File: src/rtl/seq_divider_pkg.sv
// seq_divider_pkg: shared types and constants for the sequential divider.
//   state_t   - controller states IDLE / RUN / DONE
//   DEFAULT_N - default operand/result width
package seq_divider_pkg;

  localparam int DEFAULT_N = 4;

  typedef enum logic [1:0] {
    IDLE = 2'd0,
    RUN  = 2'd1,
    DONE = 2'd2
  } state_t;

endpackage

File: src/rtl/div_addsub.sv
// div_addsub: W-bit adder/subtractor with carry-out.
//   a, b   : operands
//   sub    : 1 = a - b (two's complement add of ~b + 1), 0 = a + b
//   result : W-bit sum/difference
//   cout   : carry-out; in subtract mode 1 means no borrow (a >= b)
module div_addsub #(
  parameter int W = 5
) (
  input  logic [W-1:0] a,
  input  logic [W-1:0] b,
  input  logic         sub,
  output logic [W-1:0] result,
  output logic         cout
);

  logic [W-1:0] b_eff;

  assign b_eff         = sub ? ~b : b;
  assign {cout, result} = {1'b0, a} + {1'b0, b_eff} + {{W{1'b0}}, sub};

endmodule

File: src/rtl/seq_divider.sv
// seq_divider: restoring divider, one quotient bit per clock.
//   clk, rst_n          : clock, asynchronous active-low reset
//   start               : begin a division (sampled only in IDLE)
//   dividend, divisor   : N-bit operands, captured on the accepting edge
//   busy                : high in RUN and DONE
//   done                : one-cycle pulse, results valid
//   quotient, remainder : results, held until the next accepted start
//   div_by_zero         : captured divisor was zero
// Build option: define SEQ_DIVIDER_SIGNED_EN for two's complement operands
// (magnitudes are divided, signs fixed up on the RUN->DONE edge).
module seq_divider
  import seq_divider_pkg::*;
#(
  parameter int N = DEFAULT_N
) (
  input  logic         clk,
  input  logic         rst_n,
  input  logic         start,
  input  logic [N-1:0] dividend,
  input  logic [N-1:0] divisor,
  output logic         busy,
  output logic         done,
  output logic [N-1:0] quotient,
  output logic [N-1:0] remainder,
  output logic         div_by_zero
);

  localparam int CW = $clog2(N) + 1;
  localparam logic [CW-1:0] LAST = CW'(N - 1);

  state_t state, state_nxt;

  logic [CW-1:0] cnt;
  logic [N-1:0]  acc_q;     // dividend bits shifting out, quotient bits shifting in
  logic [N-1:0]  acc_r;     // partial remainder
  logic [N-1:0]  dvs;       // captured divisor (magnitude in signed builds)
  logic [N:0]    shifted;
  logic [N:0]    diff;
  logic          no_borrow;
  logic [N-1:0]  r_step;
  logic [N-1:0]  q_step;
  logic          last;
  logic          unused;

  // Trial subtract on N+1 bits: the shifted remainder can reach 2*divisor-1,
  // which needs one bit more than the operands.
  assign shifted = {acc_r, acc_q[N-1]};

  div_addsub #(.W(N + 1)) u_sub (
    .a      (shifted),
    .b      ({1'b0, dvs}),
    .sub    (1'b1),
    .result (diff),
    .cout   (no_borrow)
  );

  // After a successful subtract the difference is below the divisor, so its
  // top bit is always zero.
  assign unused = diff[N];

  assign r_step = no_borrow ? diff[N-1:0] : shifted[N-1:0];
  assign q_step = {acc_q[N-2:0], no_borrow};
  assign last   = (cnt == LAST);

  assign busy = (state != IDLE);
  assign done = (state == DONE);

`ifdef SEQ_DIVIDER_SIGNED_EN
  logic neg_q, neg_r;
`endif

  always_ff @(posedge clk or negedge rst_n) begin
    if (!rst_n) state <= IDLE;
    else        state <= state_nxt;
  end

  always_comb begin
    state_nxt = state;
    case (state)
      IDLE:    if (start) state_nxt = RUN;
      RUN:     if (last)  state_nxt = DONE;
      DONE:    state_nxt = IDLE;
      default: state_nxt = IDLE;
    endcase
  end

  always_ff @(posedge clk or negedge rst_n) begin
    if (!rst_n) begin
      cnt         <= '0;
      acc_q       <= '0;
      acc_r       <= '0;
      dvs         <= '0;
      quotient    <= '0;
      remainder   <= '0;
      div_by_zero <= 1'b0;
`ifdef SEQ_DIVIDER_SIGNED_EN
      neg_q       <= 1'b0;
      neg_r       <= 1'b0;
`endif
    end else begin
      case (state)
        IDLE: if (start) begin
          cnt         <= '0;
          acc_r       <= '0;
          div_by_zero <= 1'b0;
`ifdef SEQ_DIVIDER_SIGNED_EN
          acc_q <= dividend[N-1] ? -dividend : dividend;
          dvs   <= divisor[N-1]  ? -divisor  : divisor;
          neg_q <= dividend[N-1] ^ divisor[N-1];
          neg_r <= dividend[N-1];
`else
          acc_q <= dividend;
          dvs   <= divisor;
`endif
        end
        RUN: begin
          acc_r <= r_step;
          acc_q <= q_step;
          cnt   <= last ? '0 : cnt + CW'(1);
          if (last) begin
            div_by_zero <= (dvs == '0);
`ifdef SEQ_DIVIDER_SIGNED_EN
            // A zero divisor yields all-ones regardless of operand signs;
            // the remainder sign fix-up restores the original dividend.
            if (dvs == '0)  quotient <= '1;
            else            quotient <= neg_q ? -q_step : q_step;
            remainder <= neg_r ? -r_step : r_step;
`else
            // With a zero divisor every step succeeds: quotient is all ones
            // and the dividend bits end up unchanged in the remainder.
            quotient  <= q_step;
            remainder <= r_step;
`endif
          end
        end
        default: ;
      endcase
    end
  end

endmodule

File: config.mk
export PLATFORM = sky130hd
export DESIGN_NAME = seq_divider
export DESIGN_NICKNAME = d
export VERILOG_FILES = /design/src/rtl/seq_divider_pkg.sv /design/src/rtl/div_addsub.sv /design/src/rtl/seq_divider.sv
export SDC_FILE = /design/constraint.sdc
export NUM_CORES = 1
export LEC_CHECK = 0
export BUFFER_PORTS_ARGS = -buffer_cell sky130_fd_sc_hd__buf_4
export CORE_MARGIN = 5
export CORE_UTILIZATION = 55
export DETAILED_ROUTE_END_ITERATION = 8
export GPL_TIMING_DRIVEN = 0
export PLACE_DENSITY = 0.76
export SYNTH_ARGS = -nofsm -noshare
export SYNTH_HDL_FRONTEND = slang
export SYNTH_HIERARCHICAL = 1
export SYNTH_SLANG_ARGS = --single-unit
File: constraint.sdc
create_clock -name clk -period 2.37 [get_ports clk]
set_clock_uncertainty 0.05 [all_clocks]
set_input_delay 0.711 -clock clk [delete_from_list [all_inputs] [get_ports clk]]
set_output_delay 0.711 -clock clk [all_outputs]
set_load 0.005 [all_outputs]
==> summary.txt, run 1 <==
Run status
  – Outcome: complete, no violations

CTS
  – Post-CTS resize count: 0
  – CTS tree: done
  – H-tree levels: 1
  – TritonCTS Buffers: 3
  – Clock Tree Buf Depth: 2
  – CTS Hold Bufs: 0
  – Worst-path clk slew: 0.14 ns
  – CTS root buf: clkbuf_4
  – Worst skew pair latency: 0.32 ns
  – Postcts setup bufs: 0
  – Clock Sinks: 26

Finish
  – Final core utilization: 66.2%
  – Most frequent cells in the layout: dfrtp_1, buf_4, nand2_1
  – Nets@finish: 167
  – Area growth syn-to-layout: 18.2%
  – Share of layout cells above drive strength 1: 27.7%
  – Area of the multi-input gates: 636 um2
  – Commonest non-fill, non-tap cell in the layout: dfrtp_1
  – # diodes: 0
  – FF+latch area: 651 um2
  – Fillers: 198

Place
  – Buffers on Ports: 21
  – GPL Wtd Cong: 0.802
  – Post-DP HPWL: 1.92 mm
  – Place WS: 0.191 ns

Die
  – Die H: 59.8 um
  – Core Area: 0.00243 mm2
  – Die width: 59.8 um
  – IO Pins: 22
  – DIE AREA: 0.00357 mm2
  – # rows: 18
  – Starting Density: 56.0%

Timing
  – Tcrit/Tclk final: 91.5%
  – Fmax: 461 MHz
  – Hold slack: 0.214 ns
  – Unrepaired setup endpoints after global routing: false
  – Setup WS post-layout: 0.201 ns
  – Final Critical Period: 2.17 ns
  – Setup violators final: 0
  – Fin Setup TNS: 0 ns
  – Slew Viols, Final: 0
  – Final Hold Vio Count: 0

Hold path
  – Tightest Hold Check Type: in -> async

Pwr
  – Max rail drop VDD: 819 uV
  – Pwr Density: 1330 mW/mm2
  – Power Total: 2150 uW
  – Leakage: 0.000757 uW

GRT
  – First-pass GRT wire length: 4.45 mm
  – Vias in the first global route: 1001
  – Largest net degree at the start of global routing: 27
  – Gr ovfl total: 0
  – Overall Global Routing Usage: 16.5%
  – Initial antenna violation count: 0

Routing
  – DR vias/cell: 5.47
  – Routed vias: 973
  – Antenna-violating nets left: 0
  – Avg WL per Cell: 13.9 um
  – DRT Pass-1 Iters: 4
  – # DRC: 0
  – Drt total wl: 2.47 mm
  – Starting DRT DRC Count: 33

Synth
  – Synthesized net count: 141
  – Syn Area/Cell: 11.1 um2
  – Synth warnings: 6
  – Cells after Synth: 123
  – Synthesized area: 0.00136 mm2

Setup path
  – Crit Path Class: reg -> reg
  – WP data arrival: 2.34 ns
  – Crit path capture type: flip-flop
  – CP Launch Type: flip-flop
  – CP Max Fanout: 6
  – Required @ worst endpoint: 2.54 ns

Flow run
  – Max-Cap Viols: 0
==> power breakdown <==
part	total [uW]	switching (uW)	internal, uW
registers	783	145	638
logic	1060	512	547
clock network	303	132	171
total	2150	790	1360
==> state kept, by name, indices dropped and copies added, names as in the netlist <==
name         cells
acc_q            4
acc_r            4
dvs              4
state            2
div_by_zero      1
quotient         4
cnt              3
remainder        4
==> routing by layer <==
metal  vias to the layer above  routed length [um]  GRT usage [%]  part of all wire, %
met3                         4                  66           1.94                  2.7
met4                         0                  34           7.28                  1.4
met2                        18                1310           29.0                   53
li1                        470                   -              -                    -
met1                       481                1060           20.2                   43
met5                         -                   0              0                    0
==> final timing paths <==
| check | slack [ns] | startpoint | to | cells after the start |
|---|---|---|---|---|
| min reg2reg | 0.48 | cnt[0] | cnt[0] | 1 |
| max | 0.20 | dvs[2] | acc_r[1] | 8 |
| max reg2reg | 0.20 | dvs[2] | acc_r[1] | 8 |
| min in group clk | 0.48 | cnt[0] | cnt[0] | 1 |
| min | 0.21 | rst_n | remainder[3] | 1 |
| max in group asynchronous | 1.82 | rst_n | acc_q[2] | 1 |
==> worst max-delay path, stage by stage, from the launching register on <==
cell and delay, ns:
dfrtp_1 0.43, xor2_1 0.23, ha_1 0.18, nand2_1 0.06, or2_1 0.21, a31oi_1 0.12
clkbuf_1 0.35, mux2i_1 0.31, o22ai_1 0.11
==> cell type report <==
| class | count | area share, % |
|---|---|---|
| Clock inverter | 1 | 1.86 |
| Clock buffer | 3 | 1.40 |
| Sequential cell | 26 | 40.4 |
| Timing Repair Buffer | 21 | 9.79 |
| Tap cell | 30 | 2.33 |
| Inverter | 4 | 0.932 |
| Buffer | 7 | 3.81 |
| Multi-Input combinational cell | 86 | 39.5 |
==> through the flow <==
step	cell area, um2	std cells
after global routing	1610	178
final	1610	178
after detailed placement	1560	174
after floorplan	1360	123
after global placement	1560	174
after CTS	1610	178
No activity file was read; power rests on OpenSTA's default activity.
==> run 2, diff against run 1 <==
--- a/config.mk
+++ b/config.mk
@@ -6,9 +6,11 @@
 export NUM_CORES = 1
 export LEC_CHECK = 0
 export BUFFER_PORTS_ARGS = -buffer_cell sky130_fd_sc_hd__buf_4
+export CORE_ASPECT_RATIO = 1.5
 export CORE_MARGIN = 5
 export CORE_UTILIZATION = 55
 export DETAILED_ROUTE_END_ITERATION = 8
+export GPL_ROUTABILITY_DRIVEN = 0
 export GPL_TIMING_DRIVEN = 0
 export PLACE_DENSITY = 0.76
 export SYNTH_ARGS = -nofsm -noshare
==> run 2 against run 1 <==
  * Sequential cell count unchanged
  * Worst setup slack improved by 0.054 ns
  * Clock power is 42% lower
  * Clock-buffer cell count stayed put
  * Sequential share of layout area grew 0.93 points
  * Die area increased by 0.57%
  * Routed wire length rose by 10%
  * Maximum frequency up 2.6%
  * Final area is 2.3% lower
  * Final cell count shrank 3.9%
  * Highest routed layer unchanged
  * Critical endpoint is now busy
  * Sequential power increased by 2%
  * Worst hold slack improved by 0.015 ns
==> summary.txt, run 2 (synthesized netlist as in run 1, its figures left out) <==
Die
  – Die H: 71.0 um (was 59.8 um)
  – Starting Density: 56.3% (was 56.0%)
  – Die width: 50.6 um (was 59.8 um)
  – IO Pins: 22 (unchanged)
  – DIE AREA: 0.00359 mm2 (was 0.00357 mm2)
  – # rows: 22 (was 18)
  – Core Area: 0.00242 mm2 (was 0.00243 mm2)

Routing
  – Antenna-violating nets left: 0 (unchanged)
  – Drt total wl: 2.72 mm (was 2.47 mm)
  – Routed vias: 949 (was 973)
  – Avg WL per Cell: 15.9 um (was 13.9 um)
  – DR vias/cell: 5.55 (was 5.47)
  – Wire length on met2: 1.52 mm (was 1.31 mm)
  – Top Metal Used: met4 (unchanged)
  – Met1 WL: 1.04 mm (was 1.06 mm)
  – Starting DRT DRC Count: 23 (was 33)
  – # DRC: 0 (unchanged)
  – DRT Pass-1 Iters: 4 (unchanged)
  – WL met3: 106 um (was 66 um)

Timing
  – Unrepaired setup endpoints after global routing: false (unchanged)
  – Tcrit/Tclk final: 89.2% (was 91.5%)
  – Slew Viols, Final: 0 (unchanged)
  – Fmax: 473 MHz (was 461 MHz)
  – Final Hold Vio Count: 0 (unchanged)
  – Setup violators final: 0 (unchanged)
  – Hold slack: 0.229 ns (was 0.214 ns)
  – Fin Setup TNS: 0 ns (unchanged)
  – Final Critical Period: 2.11 ns (was 2.17 ns)

CTS
  – Clock Sinks: 26 (unchanged)
  – Worst skew pair latency: 0.31 ns (was 0.32 ns)
  – TritonCTS Buffers: 3 (unchanged)
  – CTS root buf: clkbuf_4 (unchanged)
  – CTS Hold Bufs: 0 (unchanged)
  – Worst-path clk slew: 0.13 ns (was 0.14 ns)
  – CTS tree: done (unchanged)
  – Post-CTS resize count: 0 (unchanged)
  – Clock Tree Buf Depth: 2 (unchanged)
  – Postcts setup bufs: 0 (unchanged)
  – H-tree levels: 1 (unchanged)

Setup path
  – R2R cell count: 8 (unchanged)
  – Crit Path Class: reg -> out (was reg -> reg)
  – Crit path capture type: output port (was flip-flop)
  – Required @ worst endpoint: 1.61 ns (was 2.54 ns)
  – CP Launch Type: flip-flop (unchanged)
  – CP Max Fanout: 10 (was 6)
  – WP data arrival: 1.35 ns (was 2.34 ns)

GRT
  – First-pass GRT wire length: 4.71 mm (was 4.45 mm)
  – Gr ovfl total: 0 (unchanged)
  – Initial antenna violation count: 0 (unchanged)
  – Largest net degree at the start of global routing: 27 (unchanged)
  – Vias in the first global route: 1059 (was 1001)
  – Overall Global Routing Usage: 16.9% (was 16.5%)

Finish
  – Share of layout cells above drive strength 1: 27.9% (was 27.7%)
  – Commonest non-fill, non-tap cell in the layout: dfrtp_1 (unchanged)
  – # diodes: 0 (unchanged)
  – Fin area: 0.00157 mm2 (was 0.00161 mm2)
  – Nets@finish: 167 (unchanged)
  – Fillers: 203 (was 198)
  – Area growth syn-to-layout: 15.5% (was 18.2%)
  – Final core utilization: 65.0% (was 66.2%)
  – Most frequent cells in the layout: dfrtp_1, buf_4, nand2_1 (unchanged)

Place
  – Buffers on Ports: 21 (unchanged)
  – Placed cell area: 0.00155 mm2 (was 0.00156 mm2)
  – Post-DP HPWL: 2.17 mm (was 1.92 mm)

Pwr
  – Pwr Density: 1300 mW/mm2 (was 1330 mW/mm2)
  – Leakage: 0.000746 uW (was 0.000757 uW)
  – Power Total: 2050 uW (was 2150 uW)
  – Max rail drop VDD: 791 uV (was 819 uV)

Run status
  – Outcome: complete, no violations (unchanged)

Hold path
  – Tightest Hold Check Type: in -> async (unchanged)

Flow run
  – Max-Cap Viols: 0 (unchanged)
==> run 2: cell type report <==
class / count / area [um2] / share of cell area (%)
multi-input cells: 86 / 636 / 40.4
repair buffers: 21 / 158 / 10.0
inverters: 4 / 15.0 / 0.954
plain buffers: 7 / 62.6 / 3.97
flip-flops and latches: 26 / 651 / 41.3
clock buffers: 3 / 22.5 / 1.43
well taps: 24 / 30.0 / 1.91
==> run 2: final timing paths <==
path | slack (ns) | endpoint | startpoint
setup / recovery | 0.26 | busy | state[0]
hold reg to reg | 0.47 | cnt[0] | cnt[0]
min in group clk | 0.47 | cnt[0] | cnt[0]
max in group asynchronous | 1.80 | state[0] | rst_n
setup reg to reg | 0.29 | acc_r[3] | dvs[2]
hold / removal | 0.23 | quotient[3] | rst_n
==> run 2: power breakdown <==
| part | total [uW] | switching [uW] | internal [uW] | leakage (uW) |
|---|---|---|---|---|
| clock | 177 | 118 | 59.4 | 0.0000138 |
| combinational | 1080 | 529 | 549 | 0.000408 |
| sequential | 798 | 159 | 638 | 0.000324 |
==> run 2: through the flow <==
step           std cells  setup WS, ns
6_report             171         0.255
3_3_place_gp         168         0.222
2_1_floorplan        123         0.519
3_5_place_dp         168         0.152
5_1_grt              171        0.0739
4_1_cts              171         0.130
==> run 2: routing by layer <==
layer / vias up / GRT usage, %
met4: 0 / 7.67
met1: 453 / 19.3
li1: 467 / -
met5: - / 0
met2: 23 / 29.8
met3: 6 / 2.53
==> run 2: critical path, stage by stage (launching register included) <==
cell and delay (ns):
dfrtp_1 0.45, buf_4 0.19, or2_2 0.27, buf_4 0.14
==> run 3, diff against run 2 <==
--- a/config.mk
+++ b/config.mk
@@ -13,6 +13,7 @@
 export GPL_ROUTABILITY_DRIVEN = 0
 export GPL_TIMING_DRIVEN = 0
 export PLACE_DENSITY = 0.76
+export RECOVER_POWER = 100
 export SYNTH_ARGS = -nofsm -noshare
 export SYNTH_HDL_FRONTEND = slang
 export SYNTH_HIERARCHICAL = 1
==> run 3 against run 2 <==
  * Worst hold slack better by 0.24 ns
  * Non-clock buffer count unchanged
  * Global-route usage is the same
  * Clock-buffer cell count did not move
  * Combinational power decreased by 6%
  * Critical path depth is the same
  * Maximum frequency is 1.1% lower
  * Final cell count did not move
  * Sequential share of layout area increased by 1.3 points
  * Sequential power decreased by 1%
  * Largest cell class unchanged
  * Highest routed layer unchanged
==> summary.txt, run 3 (synthesized netlist as in run 1, its figures left out) <==
Routing
  – Avg WL per Cell: 15.9 um (about the same)
  – DRT Pass-1 Iters: 4 (unchanged)
  – # DRC: 0 (unchanged)
  – Routed vias: 943 (was 949)
  – Starting DRT DRC Count: 10 (was 23)
  – Drt total wl: 2.72 mm (about the same)
  – DR vias/cell: 5.51 (was 5.55)
  – Antenna-violating nets left: 0 (unchanged)

Timing
  – Unrepaired setup endpoints after global routing: false (unchanged)
  – Setup violators final: 0 (unchanged)
  – Final Critical Period: 2.14 ns (was 2.11 ns)
  – Worst-Margin Slew: 1.33 ns
  – Slew Viols, Final: 0 (unchanged)
  – Worst rel slew slack: 11.0%
  – Final Hold Vio Count: 0 (unchanged)
  – Tcrit/Tclk final: 90.3% (was 89.2%)
  – Setup WS post-layout: 0.231 ns (was 0.255 ns)
  – Hold slack: 0.465 ns (was 0.229 ns)
  – Fin Setup TNS: 0 ns (unchanged)
  – Fmax: 467 MHz (was 473 MHz)

CTS
  – Clock Tree Buf Depth: 2 (unchanged)
  – Postcts setup bufs: 0 (unchanged)
  – H-tree levels: 1 (unchanged)
  – Worst skew pair latency: 0.31 ns (about the same)
  – TritonCTS Buffers: 3 (unchanged)
  – CTS tree: done (unchanged)
  – CTS Hold Bufs: 0 (unchanged)
  – Clock Sinks: 26 (unchanged)
  – Worst-path clk slew: 0.13 ns (about the same)
  – CTS root buf: clkbuf_4 (unchanged)
  – Post-CTS resize count: 0 (unchanged)

Pwr
  – Leakage: 0.000716 uW (was 0.000746 uW)
  – Clk network pwr share: 8.9% (was 8.6%)
  – Comb pwr share: 51.3% (was 52.5%)
  – Switching part of the total: 39.9% (was 39.3%)
  – Pwr Density: 1300 mW/mm2 (about the same)
  – Switching power: 790 uW (was 807 uW)
  – P_int: 1190 uW (was 1250 uW)
  – Max rail drop VDD: 764 uV (was 791 uV)
  – Sequential group share of total power: 39.8% (was 38.8%)

Hold path
  – Worst hold start: cnt[0]
  – Tightest Hold Check Type: reg -> reg (was in -> async)
  – Hold Crit Depth: 1
  – WHS Endpoint: cnt[0]

GRT
  – First-pass GRT wire length: 4.71 mm (unchanged)
  – Initial antenna violation count: 0 (unchanged)
  – Largest net degree at the start of global routing: 27 (unchanged)
  – Vias in the first global route: 1059 (unchanged)
  – Overall Global Routing Usage: 16.9% (unchanged)
  – Gr ovfl total: 0 (unchanged)

Setup path
  – Crit Path Class: reg -> out (unchanged)
  – Crit path capture type: output port (unchanged)
  – R2R cell count: 8 (unchanged)
  – WP data arrival: 1.38 ns (was 1.35 ns)
  – FF-to-FF End: acc_r[3] (unchanged)
  – CP Launch Type: flip-flop (unchanged)
  – CP Max Fanout: 10 (unchanged)
  – R2r startpoint: dvs[2] (unchanged)
  – Flop2flop setup slack: 0.28 ns (was 0.29 ns)
  – Required @ worst endpoint: 1.61 ns (about the same)

Finish
  – Area of the multi-input gates: 617 um2 (was 636 um2)
  – Nets@finish: 167 (unchanged)
  – # diodes: 0 (unchanged)
  – Area growth syn-to-layout: 11.9% (was 15.5%)
  – Fillers: 210 (was 203)
  – Commonest non-fill, non-tap cell in the layout: dfrtp_1 (unchanged)
  – Most frequent cells in the layout: dfrtp_1, nand2_1, clkbuf_4 (was dfrtp_1, buf_4, nand2_1)
  – Share of layout cells above drive strength 1: 21.8% (was 27.9%)
  – Final core utilization: 63.0% (was 65.0%)
  – FF+latch area: 651 um2 (unchanged)

Place
  – Buffers on Ports: 21 (unchanged)
  – Place WS: 0.152 ns (unchanged)
  – Post-DP HPWL: 2.17 mm (unchanged)

Die
  – Starting Density: 56.3% (unchanged)
  – DIE AREA: 0.00359 mm2 (unchanged)
  – Die H: 71.0 um (unchanged)
  – IO Pins: 22 (unchanged)
  – # rows: 22 (unchanged)
  – Die width: 50.6 um (unchanged)
  – Core Area: 0.00242 mm2 (unchanged)

Flow run
  – Max-Cap Viols: 0 (unchanged)

Run status
  – Outcome: complete, no violations (unchanged)
[run 3: worst max path at each step]
stage / startpoint / end / slack [ns] / cells after the start
2_1_floorplan: dvs[2] / acc_r[3] / 0.52 / 8
3_3_place_gp: dvs[2] / acc_r[3] / 0.22 / 8
3_5_place_dp: dvs[2] / acc_r[3] / 0.15 / 8
4_1_cts: dvs[2] / acc_r[3] / 0.13 / 8
5_1_grt: dvs[2] / acc_r[3] / 0.06 / 8
6_report: state[1] / busy / 0.23 / 3
[run 3: cell type report]
type / instances / area share [%]
buffer: 7 / 3.12
clock buffer: 3 / 1.48
inverter: 4 / 0.984
multi-input combinational: 86 / 40.4
sequential: 26 / 42.7
tap: 24 / 1.97
timing repair buffer: 21 / 9.35
[run 3: stage by stage]
step,cells,total power [uW],area [um2]
floorplan,123,1520,1360
global placement,168,1820,1550
detailed placement,168,1890,1550
CTS,171,2070,1570
global route,171,2180,1530
finish,171,1980,1530
[run 3: power by group through the flow]
stage / logic (uW) / clock network [uW] / registers [uW]
after detailed placement: 1080 / 0 / 809
after global routing: 1160 / 201 / 813
after floorplan: 756 / 0 / 768
after CTS: 1090 / 182 / 797
after global placement: 1030 / 0 / 793
final: 1020 / 176 / 789
[run 3: per-layer routing]
metal | part of all wire, % | vias up | wire (um) | global-route usage, %
met5 | 0 | - | 0 | 0
met4 | 2.0 | 0 | 54 | 7.67
met3 | 3.2 | 6 | 88 | 2.53
met2 | 55 | 20 | 1500 | 29.8
met1 | 39 | 450 | 1070 | 19.3
li1 | - | 467 | - | -
[run 3: worst max-delay path, stage by stage, from the launching register on]
cell	delay (ns)
dfrtp_1	0.42
clkbuf_1	0.21
or2_2	0.33
clkbuf_1	0.11
